### src/rtl/keypad_pkg.sv
// Shared definitions for the keypad FIFO block: register map, bit fields,
// scanner states and the PmodKYPD keymap.
package keypad_pkg;

    localparam logic [3:0] ADDR_KEY    = 4'h3;
    localparam logic [3:0] ADDR_STATUS = 4'h4;
    localparam logic [3:0] ADDR_CTRL   = 4'h5;

    localparam int unsigned ST_NONEMPTY  = 0;
    localparam int unsigned ST_OVF       = 1;
    localparam int unsigned ST_HELD      = 2;
    localparam int unsigned ST_COUNT_LSB = 4;

    localparam int unsigned CTRL_IEN   = 0;
    localparam int unsigned CTRL_FLUSH = 1;

    typedef enum logic [1:0] {
        ScCol0 = 2'd0,
        ScCol1 = 2'd1,
        ScCol2 = 2'd2,
        ScCol3 = 2'd3
    } scan_state_e;

    function automatic logic [3:0] key_code(input logic [1:0] row_idx,
                                            input logic [1:0] col_idx);
        logic [3:0] code;
        code = 4'h0;
        case ({row_idx, col_idx})
            4'b00_00: code = 4'h1;
            4'b00_01: code = 4'h2;
            4'b00_10: code = 4'h3;
            4'b00_11: code = 4'hA;
            4'b01_00: code = 4'h4;
            4'b01_01: code = 4'h5;
            4'b01_10: code = 4'h6;
            4'b01_11: code = 4'hB;
            4'b10_00: code = 4'h7;
            4'b10_01: code = 4'h8;
            4'b10_10: code = 4'h9;
            4'b10_11: code = 4'hC;
            4'b11_00: code = 4'h0;
            4'b11_01: code = 4'hF;
            4'b11_10: code = 4'hE;
            default:  code = 4'hD;
        endcase
        return code;
    endfunction

endpackage

### src/rtl/keypad_fifo_io_sync_fifo.sv
// Synchronous FIFO with flush; a push into a full FIFO succeeds when a pop
// happens in the same cycle.
module sync_fifo #(
    parameter int unsigned WIDTH = 4,
    parameter int unsigned DEPTH = 8
) (
    input  logic                     clk,
    input  logic                     reset,
    input  logic                     push,
    input  logic                     pop,
    input  logic                     flush,
    input  logic [WIDTH-1:0]         din,
    output logic [WIDTH-1:0]         dout,
    output logic [$clog2(DEPTH):0]   count,
    output logic                     full,
    output logic                     empty
);
    localparam int unsigned AddrW  = $clog2(DEPTH);
    localparam int unsigned CountW = AddrW + 1;

    logic [WIDTH-1:0]  mem_q [DEPTH];
    logic [AddrW-1:0]  wr_ptr_q, wr_ptr_d, rd_ptr_q, rd_ptr_d;
    logic [CountW-1:0] count_q, count_d;
    logic              wr_en, rd_en;

    assign full  = (count_q == CountW'(DEPTH));
    assign empty = (count_q == '0);
    assign count = count_q;
    assign dout  = mem_q[rd_ptr_q];

    assign wr_en = push && !flush && (!full || pop);
    assign rd_en = pop && !flush && !empty;

    always_comb begin
        wr_ptr_d = wr_ptr_q;
        rd_ptr_d = rd_ptr_q;
        count_d  = count_q;
        if (flush) begin
            wr_ptr_d = '0;
            rd_ptr_d = '0;
            count_d  = '0;
        end else begin
            if (wr_en) wr_ptr_d = wr_ptr_q + AddrW'(1);
            if (rd_en) rd_ptr_d = rd_ptr_q + AddrW'(1);
            case ({wr_en, rd_en})
                2'b10:   count_d = count_q + CountW'(1);
                2'b01:   count_d = count_q - CountW'(1);
                default: count_d = count_q;
            endcase
        end
    end

    always_ff @(posedge clk or posedge reset) begin
        if (reset) begin
            wr_ptr_q <= '0;
            rd_ptr_q <= '0;
            count_q  <= '0;
        end else begin
            wr_ptr_q <= wr_ptr_d;
            rd_ptr_q <= rd_ptr_d;
            count_q  <= count_d;
        end
    end

    always_ff @(posedge clk) begin
        if (wr_en) mem_q[wr_ptr_q] <= din;
    end

endmodule

### src/rtl/keypad_fifo_io.sv
// 4x4 keypad scanner with frame debounce, key-event FIFO and a small
// KEY/STATUS/CTRL register interface with level interrupt.
module keypad_fifo_io
    import keypad_pkg::*;
#(
    parameter int unsigned SCAN_CYCLES     = 100000,
    parameter int unsigned DEBOUNCE_FRAMES = 4,
    parameter int unsigned FIFO_DEPTH      = 8
) (
    input  logic       clk,
    input  logic       reset,
    input  logic [3:0] addr,
    input  logic [7:0] data_in,
    input  logic       we,
    input  logic       re,
    output logic [7:0] data_out,
    input  logic [3:0] row,
    output logic [3:0] col,
    output logic       irq
);
    localparam int unsigned DwellW = (SCAN_CYCLES > 1) ? $clog2(SCAN_CYCLES) : 1;
    localparam int unsigned FrameW = $clog2(DEBOUNCE_FRAMES + 1);
    localparam int unsigned CountW = $clog2(FIFO_DEPTH) + 1;

    logic [3:0]        row_meta_q, row_sync_q;
    scan_state_e       state_q, state_d;
    logic [DwellW-1:0] dwell_q, dwell_d;
    logic              dwell_last, frame_end;
    logic              hit_q, hit_d, prev_hit_q, prev_hit_d, acc_hit_q, acc_hit_d;
    logic [3:0]        code_q, code_d, prev_code_q, prev_code_d, acc_code_q, acc_code_d;
    logic [FrameW-1:0] cnt_q, cnt_d;
    logic [1:0]        row_idx;
    logic              row_hit, res_hit, same, push;
    logic [3:0]        res_code;
    logic              ien_q, ien_d, ovf_q, ovf_d, irq_q, rd_key_q;
    logic              rd_key, pop, ctrl_wr, flush;
    logic [3:0]        fifo_dout, count_sat;
    logic [CountW-1:0] fifo_count;
    logic              fifo_full, fifo_empty;
    logic              unused_data;

    assign unused_data = ^data_in[7:2];

    assign dwell_last = (dwell_q == DwellW'(SCAN_CYCLES - 1));
    assign frame_end  = dwell_last && (state_q == ScCol3);

    always_comb begin
        state_d = state_q;
        dwell_d = dwell_q + DwellW'(1);
        col     = 4'b1110;
        unique case (state_q)
            ScCol0: col = 4'b1110;
            ScCol1: col = 4'b1101;
            ScCol2: col = 4'b1011;
            ScCol3: col = 4'b0111;
        endcase
        if (dwell_last) begin
            dwell_d = '0;
            unique case (state_q)
                ScCol0: state_d = ScCol1;
                ScCol1: state_d = ScCol2;
                ScCol2: state_d = ScCol3;
                ScCol3: state_d = ScCol0;
            endcase
        end
    end

    // The frame result is built up column by column; the first hit wins.
    always_comb begin
        row_idx = 2'd0;
        for (int i = 3; i >= 0; i--) begin
            if (!row_sync_q[i]) row_idx = 2'(i);
        end
        row_hit  = (row_sync_q != 4'hF);
        res_hit  = hit_q | row_hit;
        res_code = hit_q ? code_q : (row_hit ? key_code(row_idx, state_q) : 4'h0);
        same     = (res_hit == prev_hit_q) && (res_code == prev_code_q);

        hit_d       = hit_q;
        code_d      = code_q;
        prev_hit_d  = prev_hit_q;
        prev_code_d = prev_code_q;
        cnt_d       = cnt_q;
        acc_hit_d   = acc_hit_q;
        acc_code_d  = acc_code_q;
        push        = 1'b0;
        if (dwell_last) begin
            hit_d  = res_hit;
            code_d = res_code;
        end
        if (frame_end) begin
            hit_d       = 1'b0;
            code_d      = 4'h0;
            prev_hit_d  = res_hit;
            prev_code_d = res_code;
            if (!same) cnt_d = FrameW'(1);
            else if (cnt_q != FrameW'(DEBOUNCE_FRAMES)) cnt_d = cnt_q + FrameW'(1);
            if (cnt_d == FrameW'(DEBOUNCE_FRAMES)) begin
                acc_hit_d  = res_hit;
                acc_code_d = res_code;
                push       = res_hit && (!acc_hit_q || (acc_code_q != res_code));
            end
        end
    end

    assign rd_key  = re && (addr == ADDR_KEY);
    assign pop     = rd_key && !rd_key_q && !fifo_empty;
    assign ctrl_wr = we && (addr == ADDR_CTRL);
    assign flush   = ctrl_wr && data_in[CTRL_FLUSH];

    // A flush write leaves the interrupt enable untouched.
    always_comb begin
        ien_d = ien_q;
        if (ctrl_wr && !data_in[CTRL_FLUSH]) ien_d = data_in[CTRL_IEN];
        ovf_d = ovf_q;
        if (flush) ovf_d = 1'b0;
        else if (push && fifo_full && !pop) ovf_d = 1'b1;
    end

    always_ff @(posedge clk or posedge reset) begin
        if (reset) begin
            row_meta_q  <= 4'hF;
            row_sync_q  <= 4'hF;
            state_q     <= ScCol0;
            dwell_q     <= '0;
            hit_q       <= 1'b0;
            code_q      <= 4'h0;
            prev_hit_q  <= 1'b0;
            prev_code_q <= 4'h0;
            cnt_q       <= '0;
            acc_hit_q   <= 1'b0;
            acc_code_q  <= 4'h0;
            ien_q       <= 1'b0;
            ovf_q       <= 1'b0;
            irq_q       <= 1'b0;
            rd_key_q    <= 1'b0;
        end else begin
            row_meta_q  <= row;
            row_sync_q  <= row_meta_q;
            state_q     <= state_d;
            dwell_q     <= dwell_d;
            hit_q       <= hit_d;
            code_q      <= code_d;
            prev_hit_q  <= prev_hit_d;
            prev_code_q <= prev_code_d;
            cnt_q       <= cnt_d;
            acc_hit_q   <= acc_hit_d;
            acc_code_q  <= acc_code_d;
            ien_q       <= ien_d;
            ovf_q       <= ovf_d;
            irq_q       <= !fifo_empty && ien_q;
            rd_key_q    <= rd_key;
        end
    end

    sync_fifo #(
        .WIDTH (4),
        .DEPTH (FIFO_DEPTH)
    ) u_fifo (
        .clk   (clk),
        .reset (reset),
        .push  (push),
        .pop   (pop),
        .flush (flush),
        .din   (acc_code_d),
        .dout  (fifo_dout),
        .count (fifo_count),
        .full  (fifo_full),
        .empty (fifo_empty)
    );

    assign irq = irq_q;

    always_comb begin
        count_sat = (32'(fifo_count) > 32'd15) ? 4'hF : 4'(fifo_count);
        data_out  = 8'h00;
        if (re) begin
            case (addr)
                ADDR_KEY:    data_out = fifo_empty ? 8'h00 : {1'b1, 3'b000, fifo_dout};
                ADDR_STATUS: data_out = {count_sat, 1'b0, acc_hit_q, ovf_q, !fifo_empty};
                ADDR_CTRL:   data_out = {7'b0, ien_q};
                default:     data_out = 8'h00;
            endcase
        end
    end

endmodule

### config.mk
export PLATFORM = sky130hd
export DESIGN_NAME = keypad_fifo_io
export DESIGN_NICKNAME = d
export VERILOG_FILES = /design/src/rtl/keypad_pkg.sv /design/src/rtl/keypad_fifo_io_sync_fifo.sv /design/src/rtl/keypad_fifo_io.sv
export SDC_FILE = /design/constraint.sdc
export NUM_CORES = 1
export LEC_CHECK = 0
export ABC_CLOCK_PERIOD_IN_PS = 4000
export BUFFER_PORTS_ARGS = -buffer_cell sky130_fd_sc_hd__buf_4
export CORE_MARGIN = 1.5
export CORE_UTILIZATION = 53
export CTS_CLUSTER_DIAMETER = 120
export DETAILED_ROUTE_END_ITERATION = 8
export PLACE_DENSITY_LB_ADDON = 0.2
export SLEW_MARGIN = 10
export SYNTH_ARGS = -nofsm -noshare
export SYNTH_HDL_FRONTEND = slang
export SYNTH_SLANG_ARGS = --single-unit
### constraint.sdc
create_clock -name clk -period 4 [get_ports clk]
set_input_delay 0.6 -clock clk [delete_from_list [all_inputs] [get_ports clk]]
set_output_delay 0.6 -clock clk [all_outputs]
set_load 0.03 [all_outputs]
==> impl_metrics.yaml, run 1 <==
global_routing:
  grt_max_degree: 47
  grt_pass1_vias: 3059
  track_usage_pct: 21.3
  gr-total-overflow: 0
  grt_pass1_wl_um: 14600
  antenna_found_initial: 0
timing:
  worst_slew_pin_slew_ps: 1010
  finClkSkew_ps: 15.9
  tns_ps: 0
  hold_slack_ps: 353
  period_share_pct: 96.9
  hold_viol_final: 0
  slew_headroom_pct: 32.3
  drv_slew: 0
  rsz0062_at_grt: "true"
  setup_violations: 0
  fmax_mhz: 258
  timing.final.ws_setup_ps: 124
  post-route-min-period_ps: 3880
min_path:
  min-delay-path-class: "input pin to flop"
  hold_path_depth: 1
critical_path:
  slowest_delay_ps: 550
  crit_arrival_ps: 3930
  path_max_fanout: 4
  end_kind: "flop"
  cp.required_ps: 4060
  slowest_stage: "or4b_4"
  crit_chain: "inv_2 -> ha_4 -> mux2_4 -> a2111oi_4 -> nor2_1 -> or4b_4 -> nor4b_4 -> nand4_1 -> or4_4 -> or3_4 -> nor3b_2 -> buf_4"
  ff2ff_path_depth: 12
  critPathLaunchType: "flop"
  r2r_setup_slack_ps: 120
  crit_type: "flop to flop"
final_layout:
  fillers: 635
  final_common_cell: "buf_4"
  layout.cells.non_filler: 561
  fin_area_mm2: 0.00534
  fin_util_pct: 65.0
  ff_latch_area_mm2: 0.00245
  drive_above_1_share_pct: 25.7
  multi_input_area_mm2: 0.00203
  layout_common_cells: "buf_4, dfrtp_1, nand2_1, nor2_1, edfxtp_1"
  fin_nets: 485
  antenna_cells: 0
  area_delta_synth_final_pct: 19.0
floorplanning:
  die_h_um: 95.0
  ios: 33
  rows: 33
  dieArea_mm2: 0.00903
  core_mm2: 0.00822
  die_w_um: 95.0
  start_util_pct: 54.6
clock_tree:
  cts-root-buf: "clkbuf_8"
  htree_levels: 3
  cts_buffer_depth: 2
  cts_buffers: 9
  insertion_delay_ps: 350
  cts_hold_buf: 0
  clock-sinks: 91
  clkTransAtPathRegs_ps: 90
  cts_tree: "built"
synth:
  synthFlopType: "dfrtp_1"
  synth_top_family_by_area: "simple AND/OR/NAND/NOR gates"
  synth-xor-area-share_pct: 4.88
  synth.largest_area_cell: "dfrtp_1"
  ys_warn_count: 0
  synth_fa_ha_area_share_pct: 3.90
  ys_ff_latch: 91
  async_reset_ff_share_pct: 64.8
  ys_types: 60
  synth-simple-area-share_pct: 18.3
  synth_edf_count: 32
  synth_area_mm2: 0.00449
  synth_compound_area_share_pct: 9.31
  synth_seq_area_share_pct: 54.5
  synth_mux_area_share_pct: 6.41
  synth.area.top_cells: "dfrtp_1, edfxtp_1, dfstp_2"
  synth_area_per_cell_um2: 11.2
  synthDominantCellAreaShare_pct: 28.4
  syn-num-nets: 434
  synthCells: 400
place:
  globalplace.congestion: 0.822
  placed_cell_area_mm2: 0.00497
  placed_cells: 541
  post-place-ws_ps: -69.8
  dp_hpwl_um: 6210
  placement.io_buffers: 26
drt:
  ant_nets: 0
  first_pass_iters: 4
  vias: 3141
  routed_wl_um: 8760
  avgViaCountPerCell: 5.60
  wl_per_cell_um: 15.6
  drc_errors: 0
  drt_iter0_markers: 134
pwr:
  vdd_drop_max_mv: 0.203
  leakage_nw: 2.26
  power.total_mw: 2.18
  powerDensity_mw_per_mm2: 409
outcome:
  status: "complete, no violations"
flow_run:
  maxCapViolations: 0
[layout make-up]
class	instances	area share (%)
Timing Repair Buffer	56	8.08
Clock inverter	3	1.24
Inverter	15	1.05
Sequential cell	91	45.8
Multi-Input combinational cell	278	37.9
Clock buffer	13	3.40
Tap cell	105	2.46
[layer usage]
metal	track usage (%)	wire length [um]	up-vias
met1	29.7	4220	1545
met3	4.31	333	11
met2	33.5	4100	56
met4	7.21	104	0
li1	-	-	1529
met5	0	0	-
[power by group]
part           internal, mW  switching (mW)
clock network         0.429           0.311
registers              1.00          0.0983
logic                 0.191           0.150
[worst max-delay path, delay by kind of cell, from the launching register on]
family	cells	cell delay, ps
buf+inv	2	260
simple gates	7	2090
fa+ha+maj	1	200
flops	1	400
mux	1	290
compound gates	1	330
[state kept, by name, summed over array words and instances (netlist names), 3 cells and up]
register and flops:
prev_code_q 4, code_q 4, u_fifo.rd_ptr_q 3, dwell_q 17, row_meta_q 4, u_fifo.wr_ptr_q 3, row_sync_q 4, acc_code_q 4
cnt_q 3, u_fifo.count 4, u_fifo.mem_q 32
[path summary, 6_finish.rpt]
check                                                    end               startpoint
worst max-delay path            u_fifo.mem_q[1][2]$_DFFE_PP_   state_q[1]$_DFFE_PP0N_
worst min-delay path                 row_meta_q[1]$_DFF_PP1_                   row[1]
worst max register to register  u_fifo.mem_q[1][2]$_DFFE_PP_   state_q[1]$_DFFE_PP0N_
worst min register to register       row_sync_q[1]$_DFF_PP1_  row_meta_q[1]$_DFF_PP1_
max in group asynchronous            row_meta_q[0]$_DFF_PP1_                    reset
min in group asynchronous              dwell_q[13]$_DFF_PP0_                    reset
[synth_stat cells (3+ instances only)]
cell type  count
dfrtp_1       51
nand2_1       42
nor2_1        37
edfxtp_1      32
o21ai_0       24
inv_1         15
nand3_1       15
a21oi_1       14
ha_1          14
xor2_1        13
xnor2_1       12
clkbuf_1      11
dfstp_2        8
mux4_2         8
nor3_1         8
and2_1         7
mux2i_1        7
and3_1         6
nand4_1        5
nor3b_1        5
or3_1          5
nand2b_1       4
o31ai_1        4
a21boi_0       3
a31oi_1        3
nor4_1         3
or2_2          3
[timing repair]
item,in CTS,in global routing
gates resized for setup,3,17
pin swaps,1,9
endpoints found under the setup margin,38,50
setup buffers,0,4
[cell families after synthesis]
family,Yosys count
compound gates,65
xor+xnor,25
fa+ha+maj,14
buf+inv,31
flops,91
mux,18
simple gates,156
No activity file was read; power rests on OpenSTA's default activity.
==> inputs of run 2 (changes only) <==
--- a/config.mk
+++ b/config.mk
@@ -7,12 +7,12 @@
 export LEC_CHECK = 0
 export ABC_CLOCK_PERIOD_IN_PS = 4000
 export BUFFER_PORTS_ARGS = -buffer_cell sky130_fd_sc_hd__buf_4
-export CORE_MARGIN = 1.5
 export CORE_UTILIZATION = 53
 export CTS_CLUSTER_DIAMETER = 120
 export DETAILED_ROUTE_END_ITERATION = 8
-export PLACE_DENSITY_LB_ADDON = 0.2
+export PLACE_DENSITY = 0.74
 export SLEW_MARGIN = 10
 export SYNTH_ARGS = -nofsm -noshare
 export SYNTH_HDL_FRONTEND = slang
+export SYNTH_HIERARCHICAL = 1
 export SYNTH_SLANG_ARGS = --single-unit
==> run 2 against run 1 <==
Non-clock buffer count down 22. Clock skew barely moved. Sequential share of layout area is 0.32 points higher. Routed wire length grew 4.4%. Fmax is 3.7% higher. Synthesized area is 5.9% higher. Clock power fell by 3.6%. Largest power group unchanged.
==> impl_metrics.yaml, run 2 <==
global_routing:
  gr-total-overflow: 0
  grt_pass1_wl_um: 15600
  antenna_found_initial: 0
  grt_pass1_vias: 3159
  track_usage_pct: 21.0
  grt_max_degree: 50
critical_path:
  rr_startpoint: "state_q[0]$_DFFE_PP0N_"
  path_max_fanout: 6
  r2r_setup_slack_ps: 260
  ff2ff_path_depth: 15
  crit_chain: "inv_1 -> ha_1 -> mux2i_1 -> nor2_1 -> or4b_2 -> a22oi_1 -> o221a_2 -> nor3_2 -> nor3_1 -> xor2_1 -> ha_1 -> a31oi_1 -> xor2_1 -> nor2_1 -> mux2_2"
  slowest_stage: "or4b_2"
  cp.required_ps: 4250
  slowest_delay_ps: 630
  end_kind: "flop"
  critPathLaunchType: "flop"
  crit_type: "flop to flop"
  r2r_end: "u_fifo/count[2]$_DFFE_PP0P_"
  crit_arrival_ps: 3980
floorplanning:
  ios: 33
  start_util_pct: 54.5
  core_mm2: 0.00872
  die_h_um: 96.7
  rows: 34
  die_w_um: 96.7
  dieArea_mm2: 0.00935
final_layout:
  drive_above_1_share_pct: 21.5
  fin_nets: 481
  area_delta_synth_final_pct: 11.6
  largest_reg_flops: 32
  final_common_cell: "dfrtp_1"
  top_register: "u_fifo/mem_q"
  top_regs: "u_fifo/mem_q x32, dwell_q x17"
  antenna_cells: 0
  layout_common_cells: "dfrtp_1, nor2_1, buf_4, edfxtp_1, nand2_1"
synth:
  synth-xor-area-share_pct: 4.97
  synth_area_mm2: 0.00475
  synth.most_common_cell: "dfrtp_1"
  synth_mux_area_share_pct: 8.19
  synth_fa_ha_area_share_pct: 4.11
  synthCells: 416
  synth_seq_area_share_pct: 51.5
  synth_compound_area_share_pct: 9.77
  synthFlopType: "dfrtp_1"
  synth_top_family_by_area: "simple AND/OR/NAND/NOR gates"
  synth.largest_area_cell: "dfrtp_1"
  synth-simple-area-share_pct: 18.3
  synthDominantCellAreaShare_pct: 26.8
  synth_edf_count: 32
  synth.area.top_cells: "dfrtp_1, edfxtp_1, dfstp_2"
  synth_common_cells: "dfrtp_1, nor2_1, edfxtp_1, nand2_1, o21ai_0"
  syn-num-nets: 450
  async_reset_ff_share_pct: 64.8
  ys_types: 67
  ys_warn_count: 6
  ys_ff_latch: 91
  synth_area_per_cell_um2: 11.4
pwr:
  p_int_mw: 1.47
  switching_power_mw: 0.541
  power.total_mw: 2.01
  comb_power_share_pct: 11.4
  swShare_pct: 26.9
  p_clk_share_pct: 35.4
  vdd_drop_max_mv: 0.239
  powerDensity_mw_per_mm2: 380
  leakage_nw: 2.30
  power_frac_seq_pct: 53.2
drt:
  avgViaCountPerCell: 5.74
  vias: 3217
  first_pass_iters: 4
  ant_nets: 0
  wl_per_cell_um: 16.3
  drt_iter0_markers: 226
  routed_wl_um: 9150
  drc_errors: 0
timing:
  hold_viol_final: 0
  finClkSkew_ps: 15.7
  worst_slew_pin_slew_ps: 1050
  post-route-min-period_ps: 3740
  tns_ps: 0
  fmax_mhz: 268
  setup_violations: 0
  slew_headroom_pct: 29.7
  timing.final.ws_setup_ps: 264
  hold_slack_ps: 235
  period_share_pct: 93.4
  drv_slew: 0
  rsz0062_at_grt: "false"
clock_tree:
  cts_buffers: 9
  clock-sinks: 91
  cts_tree: "built"
  clkTransAtPathRegs_ps: 100
  cts_buffer_depth: 2
  htree_levels: 3
  cts_setup_buffers: 0
  cts-root-buf: "clkbuf_8"
  insertion_delay_ps: 360
min_path:
  min-delay-path-class: "input pin to async pin"
place:
  post-place-ws_ps: 254
  dp_hpwl_um: 6530
  placement.io_buffers: 26
  globalplace.congestion: 0.790
flow_run:
  maxCapViolations: 0
outcome:
  status: "complete, no violations"
-- run 2: changes by cell type after synthesis, sizes merged, moves of 5 or more --
cell / before / now
nand2b: 4 / 14
mux2: 3 / 12
clkbuf: 11 / 5
nand2: 42 / 27
nor2b: 2 / 9
o21ai: 25 / 20
and3: 6 / 12
a22oi: 1 / 6
and2: 7 / 2
-- run 2: through the flow --
| stage | util (%) | cell area (um2) | cells |
|---|---|---|---|
| finish | 60.8 | 5300 | 560 |
| detailed placement | 58.1 | 5060 | 544 |
| global placement | 58.1 | 5060 | 544 |
| floorplan | - | 4750 | 416 |
| global route | 60.8 | 5300 | 560 |
| CTS | 60.7 | 5300 | 560 |
-- run 2: worst max path at each step --
stage	slack, ps	start	endpoint	cells past startpoint
after global routing	7	state_q[0]$_DFFE_PP0N_	u_fifo/count[2]$_DFFE_PP0P_	15
after floorplan	480	state_q[0]$_DFFE_PP0N_	u_fifo/count[2]$_DFFE_PP0P_	16
after CTS	240	state_q[0]$_DFFE_PP0N_	u_fifo/count[2]$_DFFE_PP0P_	15
after detailed placement	250	state_q[0]$_DFFE_PP0N_	u_fifo/count[2]$_DFFE_PP0P_	15
after global placement	370	state_q[0]$_DFFE_PP0N_	u_fifo/count[2]$_DFFE_PP0P_	15
final	260	state_q[0]$_DFFE_PP0N_	u_fifo/count[2]$_DFFE_PP0P_	15
-- run 2: power groups by stage --
| stage | Combinational [mW] | Sequential, mW | Clock (mW) |
|---|---|---|---|
| after floorplan | 0.205 | 1.05 | 0 |
| after global placement | 0.221 | 1.09 | 0 |
| after detailed placement | 0.230 | 1.09 | 0 |
| after CTS | 0.231 | 1.07 | 0.729 |
| after global routing | 0.258 | 1.08 | 0.769 |
| final | 0.230 | 1.07 | 0.713 |
-- run 2: repair_timing --
action,in CTS,in global routing
endpoints found under the hold margin,0,0
hold buffers,0,0
endpoints found under the setup margin,0,22
gates resized for setup,0,2
-- run 2: metal layers --
metal | part of all wire (%) | track usage, % | up-vias
met5 | 0 | 0 | -
met4 | 0.98 | 7.35 | 0
met3 | 3.3 | 2.75 | 7
met2 | 47 | 32.6 | 46
met1 | 49 | 30.4 | 1586
li1 | - | - | 1578
-- run 2: cell type report --
type                       count  area [um2]
fill                         707        3420
sequential                    91        2450
multi-input combinational    292        2160
timing repair buffer          34         255
tap                          108         135
clock buffer                   9         124
clock inverter                 7         108
inverter                      19        71.3
-- run 2: worst max-delay path, delay by kind of cell, from the launching register on --
kind,cells,cell delay [ps]
and+or+nand+nor,5,1130
AOI/OAI and AO/OA,3,640
adders and majority gates,2,570
DFF,1,460
muxes,2,420
xor gates and xnor gates,2,280
buffers and inverters,1,140
-- run 2: cell families (layout without fill, tap and decap cells) --
logic type | after synthesis | in the layout
fa+ha+maj | 16 | 16
mux | 27 | 27
flops | 91 | 91
simple gates | 156 | 156
compound gates | 66 | 66
buf+inv | 33 | 69
xor+xnor | 27 | 27
